===== config.mk =====
export PLATFORM = sky130hd
export DESIGN_NAME = return_stack
export DESIGN_NICKNAME = d
export VERILOG_FILES = /design/src/rtl/return_stack.sv
export SDC_FILE = /design/constraint.sdc
export NUM_CORES = 1
export LEC_CHECK = 0
export CORE_UTILIZATION = 50
export CTS_CLUSTER_SIZE = 14
export DETAILED_ROUTE_END_ITERATION = 10
export GPL_ROUTABILITY_DRIVEN = 0
export PLACE_DENSITY = 0.8
export SYNTH_ARGS = -nofsm -noshare
export SYNTH_HDL_FRONTEND = slang
export SYNTH_SLANG_ARGS = --single-unit

===== constraint.sdc =====
create_clock -name clk -period 4.68 [get_ports clk]
set_input_delay 0.936 -clock clk [delete_from_list [all_inputs] [get_ports clk]]
set_output_delay 0.936 -clock clk [all_outputs]
set_load 0.005 [all_outputs]

===== src/rtl/return_stack.sv =====
// LIFO return-address stack with occupancy tracking, tail-call replace,
// selectable wrap/block overflow policy and sticky error flags.
module return_stack #(
  parameter int WIDTH        = 11,
  parameter int DEPTH        = 16,
  parameter int WRAP_ON_FULL = 0
) (
  input  logic                       clk,
  input  logic                       reset_n,
  input  logic                       push,
  input  logic                       pop,
  input  logic [WIDTH-1:0]           stack_in,
  input  logic                       clr_err,
  output logic [WIDTH-1:0]           stack_out,
  output logic                       empty,
  output logic                       full,
  output logic [$clog2(DEPTH+1)-1:0] count,
  output logic                       overflow,
  output logic                       underflow
);

  localparam int PW = $clog2(DEPTH);
  localparam int CW = $clog2(DEPTH+1);

  logic [WIDTH-1:0] mem_q [DEPTH];
  logic [PW-1:0]    ptr_q, ptr_d;
  logic [CW-1:0]    count_q, count_d;
  logic             overflow_q, overflow_d;
  logic             underflow_q, underflow_d;
  logic             wr_en_d;
  logic [PW-1:0]    wr_addr_d;
  logic [PW-1:0]    ptr_inc, ptr_dec;

  assign empty     = (count_q == '0);
  assign full      = (count_q == CW'(DEPTH));
  assign count     = count_q;
  assign overflow  = overflow_q;
  assign underflow = underflow_q;
  assign stack_out = empty ? '0 : mem_q[ptr_q];

  // DEPTH is a power of two, so pointer arithmetic wraps for free
  assign ptr_inc = ptr_q + PW'(1);
  assign ptr_dec = ptr_q - PW'(1);

  always_comb begin
    ptr_d       = ptr_q;
    count_d     = count_q;
    overflow_d  = overflow_q  & ~clr_err;
    underflow_d = underflow_q & ~clr_err;
    wr_en_d     = 1'b0;
    wr_addr_d   = ptr_inc;
    unique case ({push, pop})
      2'b10: begin
        if (!full) begin
          wr_en_d = 1'b1;
          ptr_d   = ptr_inc;
          count_d = count_q + CW'(1);
        end else begin
          overflow_d = 1'b1;
          if (WRAP_ON_FULL != 0) begin
            wr_en_d = 1'b1;
            ptr_d   = ptr_inc;
          end
        end
      end
      2'b01: begin
        if (!empty) begin
          ptr_d   = ptr_dec;
          count_d = count_q - CW'(1);
        end else begin
          underflow_d = 1'b1;
        end
      end
      2'b11: begin
        wr_en_d = 1'b1;
        if (empty) begin
          ptr_d   = ptr_inc;
          count_d = CW'(1);
        end else begin
          wr_addr_d = ptr_q;
        end
      end
      default: ;
    endcase
  end

  always_ff @(posedge clk or negedge reset_n) begin
    if (!reset_n) begin
      ptr_q       <= PW'(DEPTH-1);
      count_q     <= '0;
      overflow_q  <= 1'b0;
      underflow_q <= 1'b0;
    end else begin
      ptr_q       <= ptr_d;
      count_q     <= count_d;
      overflow_q  <= overflow_d;
      underflow_q <= underflow_d;
    end
  end

  // Storage has no reset; writes are suppressed while reset is held
  always_ff @(posedge clk) begin
    if (wr_en_d && reset_n) begin
      mem_q[wr_addr_d] <= stack_in;
    end
  end

endmodule


==> metrics.md, run 1 <==
| Metric | Value |
|---|---|
| RSZ-0062 raised after global routing | `no` |
| Power Total | `0.00541 W` |
| Die area | `0.0165 mm²` |
| Syn Inst Count | `435` |
| Post-CTS Resized | `0` |
| Clk_skew | `0.00876 ns` |
| Die Span X | `128 µm` |
| Post-Syn Area | `0.00798 mm²` |
| Clk_lat worst skew | `0.43 ns` |
| #FFs+latches synth | `187` |
| Largest net degree at the start of global routing | `34` |
| Relative slew margins | `25.1%` |
| Layout Utilization | `60.6%` |
| Crit start category | `flip-flop` |
| R2r worst-path depth | `6` |
| Crit-path max FO | `33` |
| CTS Sinks | `187` |
| Mapped Nets | `459` |
| # hold bufs at CTS | `0` |
| Post-synth top flop | `edfxtp_1` |
| Cell accounting for the most synthesized area | `edfxtp_1` |
| Residual DRC | `0` |
| Final worst setup slack | `0.523 ns` |
| First-pass GRT wire length | `26100 µm` |
| Hold Vio Cnt, Final | `0` |
| CP peak stage delay | `0.96 ns` |
| Vias in the first global route | `4347` |
| Initial antenna violation count | `0` |
| TritonCTS clock tree | `built` |
| Buf/Inv on CP | `2` |
| Reg2reg end | `mem_q[6][9]` |
| Delay-heaviest family, CP | `flip-flops` |
| Status | `completed` |
| Worst-Margin Slew | `1.12 ns` |
| Starting Density | `51.9%` |
| Hold Crit Class | `reg -> reg` |
| # rows | `45` |
| Internal reg-to-reg setup slack | `1.03 ns` |
| Final period util | `88.8%` |
| Hold depth | `2` |
| Req. time, crit path | `3.74 ns` |
| Reg2reg start | `ptr_q[1]` |
| Slew Viols, Final | `0` |
| Peak supply drop | `0.313 mV` |
| Power per cell area | `581 mW/mm²` |
| HP Start | `overflow` |
| Leak Pwr | `3.02 nW` |
| Critical path cell sequence | `buf_4 > mux4_2 > mux2i_1 > o22ai_1 > clkdlybuf4s50_1` |
| Most common cell in the netlist | `edfxtp_1` |
| H-tree depth | `4` |
| Total wire length | `16900 µm` |
| Final Non-Filler Cells | `705` |
| # setup viols final | `0` |
| Share of the synthesized area in the top cell type | `66.2%` |
| Clk slew on worst S/H paths | `0.07 ns` |
| Tmin final | `4.16 ns` |
| Post-synth ARST share | `5.88%` |
| Netlist cell types | `56` |
| Dpl cells | `673` |
| Routed Antenna Nets | `0` |
| TNS Setup | `0 ns` |
| Place WS | `0.669 ns` |
| CTS Buf Count | `17` |
| GRT Total Usage | `22.2%` |
| Io pins | `36` |
| Port bufs | `35` |
| Yosys warns | `0` |
| Area growth syn-to-layout | `16.7%` |
| Drt wl/cell | `24.0 µm` |
| DRT Pass-1 Iters | `6` |
| Vias per cell | `6.26` |
| Syn_area_per_cell | `18.3 µm²` |
| Critical path type | `reg -> out` |
| Fmax | `241 MHz` |
| Commonest cells post-synth | `176 x edfxtp_1, 44 x mux4_2, 25 x mux2i_1, 20 x a211oi_1, 15 x clkbuf_1` |
| Initial drt markers | `430` |
| # nets final | `505` |
| Max-Cap Viols | `0` |
| Post-CTS Setup Bufs | `0` |
| Antenna cells | `0` |
| Main area contributors after synthesis | `edfxtp_1 66%, mux4_2 12%, mux2i_1 3.1%, dfrtp_1 2.2%, a211oi_1 1.9%` |
| Die extent in y | `128 µm` |
| Crit end category | `output port` |
| Layout cells sized above 1 | `25.3%` |
| Critical Path AT | `3.22 ns` |
| End of the worst hold path | `overflow` |
| Number of flops mapped to enable cells by yosys | `176` |
| DR vias | `4410` |
| Core area | `0.0154 mm²` |
| Sequential area share after synthesis | `69.7%` |
| Root Buffer | `clkbuf_16` |
| Slowest CP cell | `dfstp_4` |
| GR Overflow Total | `0` |
| Dpl hpwl | `10500 µm` |
| Clock Path Buffers | `2` |
kinds of logic after synthesis:
kind of cell	share of synthesized area [%]
flip-flops	69.7
AO/OA/AOI/OAI	6.87
multiplexers	16.0
AND/OR/NAND/NOR	3.59
buffers and inverters	2.13
adder cells (fa/ha/maj)	1.25
XOR/XNOR	0.439
state kept, by name, indices dropped and copies added, names as in the netlist:
signal,flops
overflow,1
mem_q,176
underflow,1
count,5
ptr_q,4
layer usage:
metal	vias to the layer above	track usage, %	routed length, µm
li1	1893	-	-
met1	2308	29.4	7010
met2	178	35.6	8580
met3	31	4.78	907
met4	0	10.0	420
met5	-	0	0
cells in the final DEF, fill, tap and decap left out, drive strengths merged, types with 2 or more instances in the layout:
cell type and count:
a211o 6, o32ai 3, nor4 2, buf 20, clkinv 6, nand3 4, edfxtp 176, o21bai 2
ha 8, nand2 9, o22ai 11, a21boi 3, dfrtp 7, a21oi 10, mux2i 25, inv 18
xor2 2, nor2b 6, nor2 8, o21ai 8, dfstp 4, nor3 3, mux4 44, nand2b 4
o211ai 3, xnor2 2, or4 3, mux2 3, clkbuf 17, bufinv 2, nand3b 2, a211oi 20
clkdlybuf4s50 35
through the flow:
| step | cell area [µm²] | hold WS [ns] |
|---|---|---|
| 2_1_floorplan | 7980 | 0.523 |
| 6_report | 9310 | 0.554 |
| 3_3_place_gp | 8700 | 0.519 |
| 3_5_place_dp | 8700 | 0.541 |
| 5_1_grt | 9310 | 0.584 |
| 4_1_cts | 9310 | 0.550 |
area by class of cell:
class / count / area, µm²
Tap cell: 211 / 264
Clock buffer: 17 / 425
Fill cell: 1045 / 6060
Multi-Input combinational cell: 209 / 2320
Timing Repair Buffer: 55 / 500
Inverter: 11 / 41.3
Sequential cell: 187 / 5570
Clock inverter: 15 / 184
power by group:
part	switching [W]	total, W	internal (W)
sequential	0.000242	0.00221	0.00197
clock	0.000649	0.00146	0.000809
combinational	0.000846	0.00174	0.000889
total	0.00174	0.00541	0.00367
worst reg2reg max path, stage by stage, from the launching register on:
cell and delay (ns):
dfstp_2 0.99, buf_4 0.39, ha_1 0.41, nand2b_1 0.17
o32ai_1 0.15, nand2_1 0.20, a211oi_2 0.95
worst max-delay path by stage:
stage	startpoint	endpoint	slack, ns	cells after the start
floorplan	ptr_q[0]	mem_q[0][0]	1.34	7
global placement	pop	mem_q[8][5]	0.79	6
detailed placement	pop	mem_q[6][4]	0.67	5
CTS	ptr_q[0]	stack_out[3]	0.48	5
global route	ptr_q[0]	stack_out[3]	0.36	5
finish	ptr_q[0]	stack_out[3]	0.52	5
Note: power is estimated with default switching activity, not from simulation.
==> run 2: changes to the inputs <==
- CORE_ASPECT_RATIO: not set -> 1.1
- DONT_BUFFER_PORTS: not set -> 1
- PLACE_DENSITY: 0.8 -> 0.77
==> run 2 against run 1 <==
- core utilization fell by 4.2 points
- flip-flop and latch count did not move
- largest cell class unchanged
- non-clock buffer count shrank 47
- final area is 5.1% lower
- wire length shrank 9.3%
- via count down 6.1%
- global-route usage down 2.0 points
- count of clock-buffer cells in the layout increased by 1
==> metrics.md, run 2 (synthesized netlist as in run 1, its figures left out) <==
| Metric | Value |
|---|---|
| Starting Density | `50.9%` |
| Post-CTS Setup Bufs | `0` |
| Area growth syn-to-layout | `10.7%` |
| Post-CTS Resized | `0` |
| GRT Total Usage | `20.2%` |
| Buf/Inv on CP | `1` |
| Die Span X | `122 µm` |
| Dpl hpwl | `9670 µm` |
| Crit end category | `output port` |
| Largest net degree at the start of global routing | `38` |
| Critical path type | `reg -> out` |
| Relative slew margins | `13.4%` |
| Core area | `0.0157 mm²` |
| Crit start category | `flip-flop` |
| Die area | `0.0165 mm²` |
| Hold Vio Cnt, Final | `0` |
| Delay-heaviest family, CP | `multiplexers` |
| Power per cell area | `568 mW/mm²` |
| Peak supply drop | `0.257 mV` |
| Routed Antenna Nets | `0` |
| Tmin final | `3.84 ns` |
| DRT Pass-1 Iters | `7` |
| Crit path from | `ptr_q[0]` |
| Io pins | `36` |
| Largest register FFs | `176` |
| DR vias | `4142` |
| H-tree depth | `4` |
| Initial drt markers | `541` |
| Fmax | `261 MHz` |
| CP peak stage delay | `0.81 ns` |
| RSZ-0062 raised after global routing | `no` |
| Hold Crit Class | `in -> async` |
| Total wire length | `15400 µm` |
| Dpl cells | `615` |
| First-pass GRT wire length | `24200 µm` |
| CTS Sinks | `187` |
| Crit-path max FO | `35` |
| Most frequent cells in the layout | `176 x edfxtp_1, 44 x mux4_2, 25 x mux2i_1` |
| Clk_lat worst skew | `0.43 ns` |
| Max-Cap Viols | `0` |
| Vias in the first global route | `4204` |
| Largest Register | `mem_q` |
| Layout cells sized above 1 | `25.5%` |
| Most common cell after layout, fill and taps aside | `edfxtp_1` |
| Port bufs | `0` |
| Critical path cell sequence | `buf_4 > mux4_2 > mux2i_1 > o22ai_1` |
| Clk slew on worst S/H paths | `0.07 ns` |
| TritonCTS clock tree | `built` |
| Die extent in y | `135 µm` |
| Root Buffer | `clkbuf_16` |
| Residual DRC | `0` |
| # nets final | `458` |
| Clk_skew | `0.00967 ns` |
| Vias per cell | `6.40` |
| Req. time, crit path | `3.74 ns` |
| Reg2reg start | `ptr_q[1]` |
| Leak Pwr | `2.81 nW` |
| Clock Path Buffers | `2` |
| Antenna cells | `0` |
| # setup viols final | `0` |
| Drt wl/cell | `23.7 µm` |
| TNS Setup | `0 ns` |
| # hold bufs at CTS | `0` |
| Final period util | `82.0%` |
| GR Overflow Total | `0` |
| CTS Buf Count | `17` |
| Slowest CP cell | `dfstp_4` |
| Critical Path AT | `2.90 ns` |
| Initial antenna violation count | `0` |
| Status | `completed` |
| # rows | `48` |
| Worst-Margin Slew | `1.29 ns` |
| Final Non-Filler Cells | `647` |
| Slew Viols, Final | `0` |
## run 2: changes by cell type in the layout (fill, tap and decap cells not counted)
cell / change
clkdlybuf4s50_1: -35
buf_4: -12
clkinv_1: -2
bufinv_16: -1
clkbuf_1: +1
clkinv_2: +1
clkinv_4: +1
clkinvlp_4: +1
inv_8: -1
o21ai_0: -1
o21ai_1: +1
## run 2: path summary, 6_finish.rpt
| path | to | slack (ns) | cells past startpoint |
|---|---|---|---|
| max in group asynchronous | ptr_q[2] | 4.32 | 0 |
| worst min-delay path | count[3] | 0.19 | 0 |
| min in group clk | overflow | 0.58 | 2 |
| worst max register to register | mem_q[13][7] | 1.31 | 5 |
| worst max-delay path | stack_out[0] | 0.84 | 4 |
| worst min register to register | overflow | 0.58 | 2 |
## run 2: area by class of cell
cell class	count	area, µm²
inverters	11	41.3
flip-flops and latches	187	5570
clock buffers	18	429
fillers	1124	6840
clock inverters	14	156
multi-input cells	209	2320
repair buffers	8	60.1
well taps	200	250
## run 2: per-stage QoR
step	hold WS [ns]	area, µm²	utilization [%]	setup slack, ns	total power, W
after floorplan	0.523	7980	-	1.34	0.00329
after global placement	0.550	8250	52.6	1.14	0.00360
after detailed placement	0.558	8250	52.6	0.978	0.00365
after CTS	0.173	8830	56.3	0.765	0.00505
after global routing	0.174	8830	56.3	0.657	0.00523
final	0.190	8830	56.3	0.844	0.00502
## run 2: layer usage
layer	track usage, %	up-vias	routed length (µm)
met4	6.98	0	285
met1	28.1	2149	6550
li1	-	1801	-
met2	32.0	160	7790
met3	3.89	32	732
met5	0	-	0
## run 2: where the power goes
part	switching (W)	internal, W
registers	0.000199	0.00197
logic	0.000776	0.000663
clock network	0.000651	0.000755
total	0.00163	0.00339
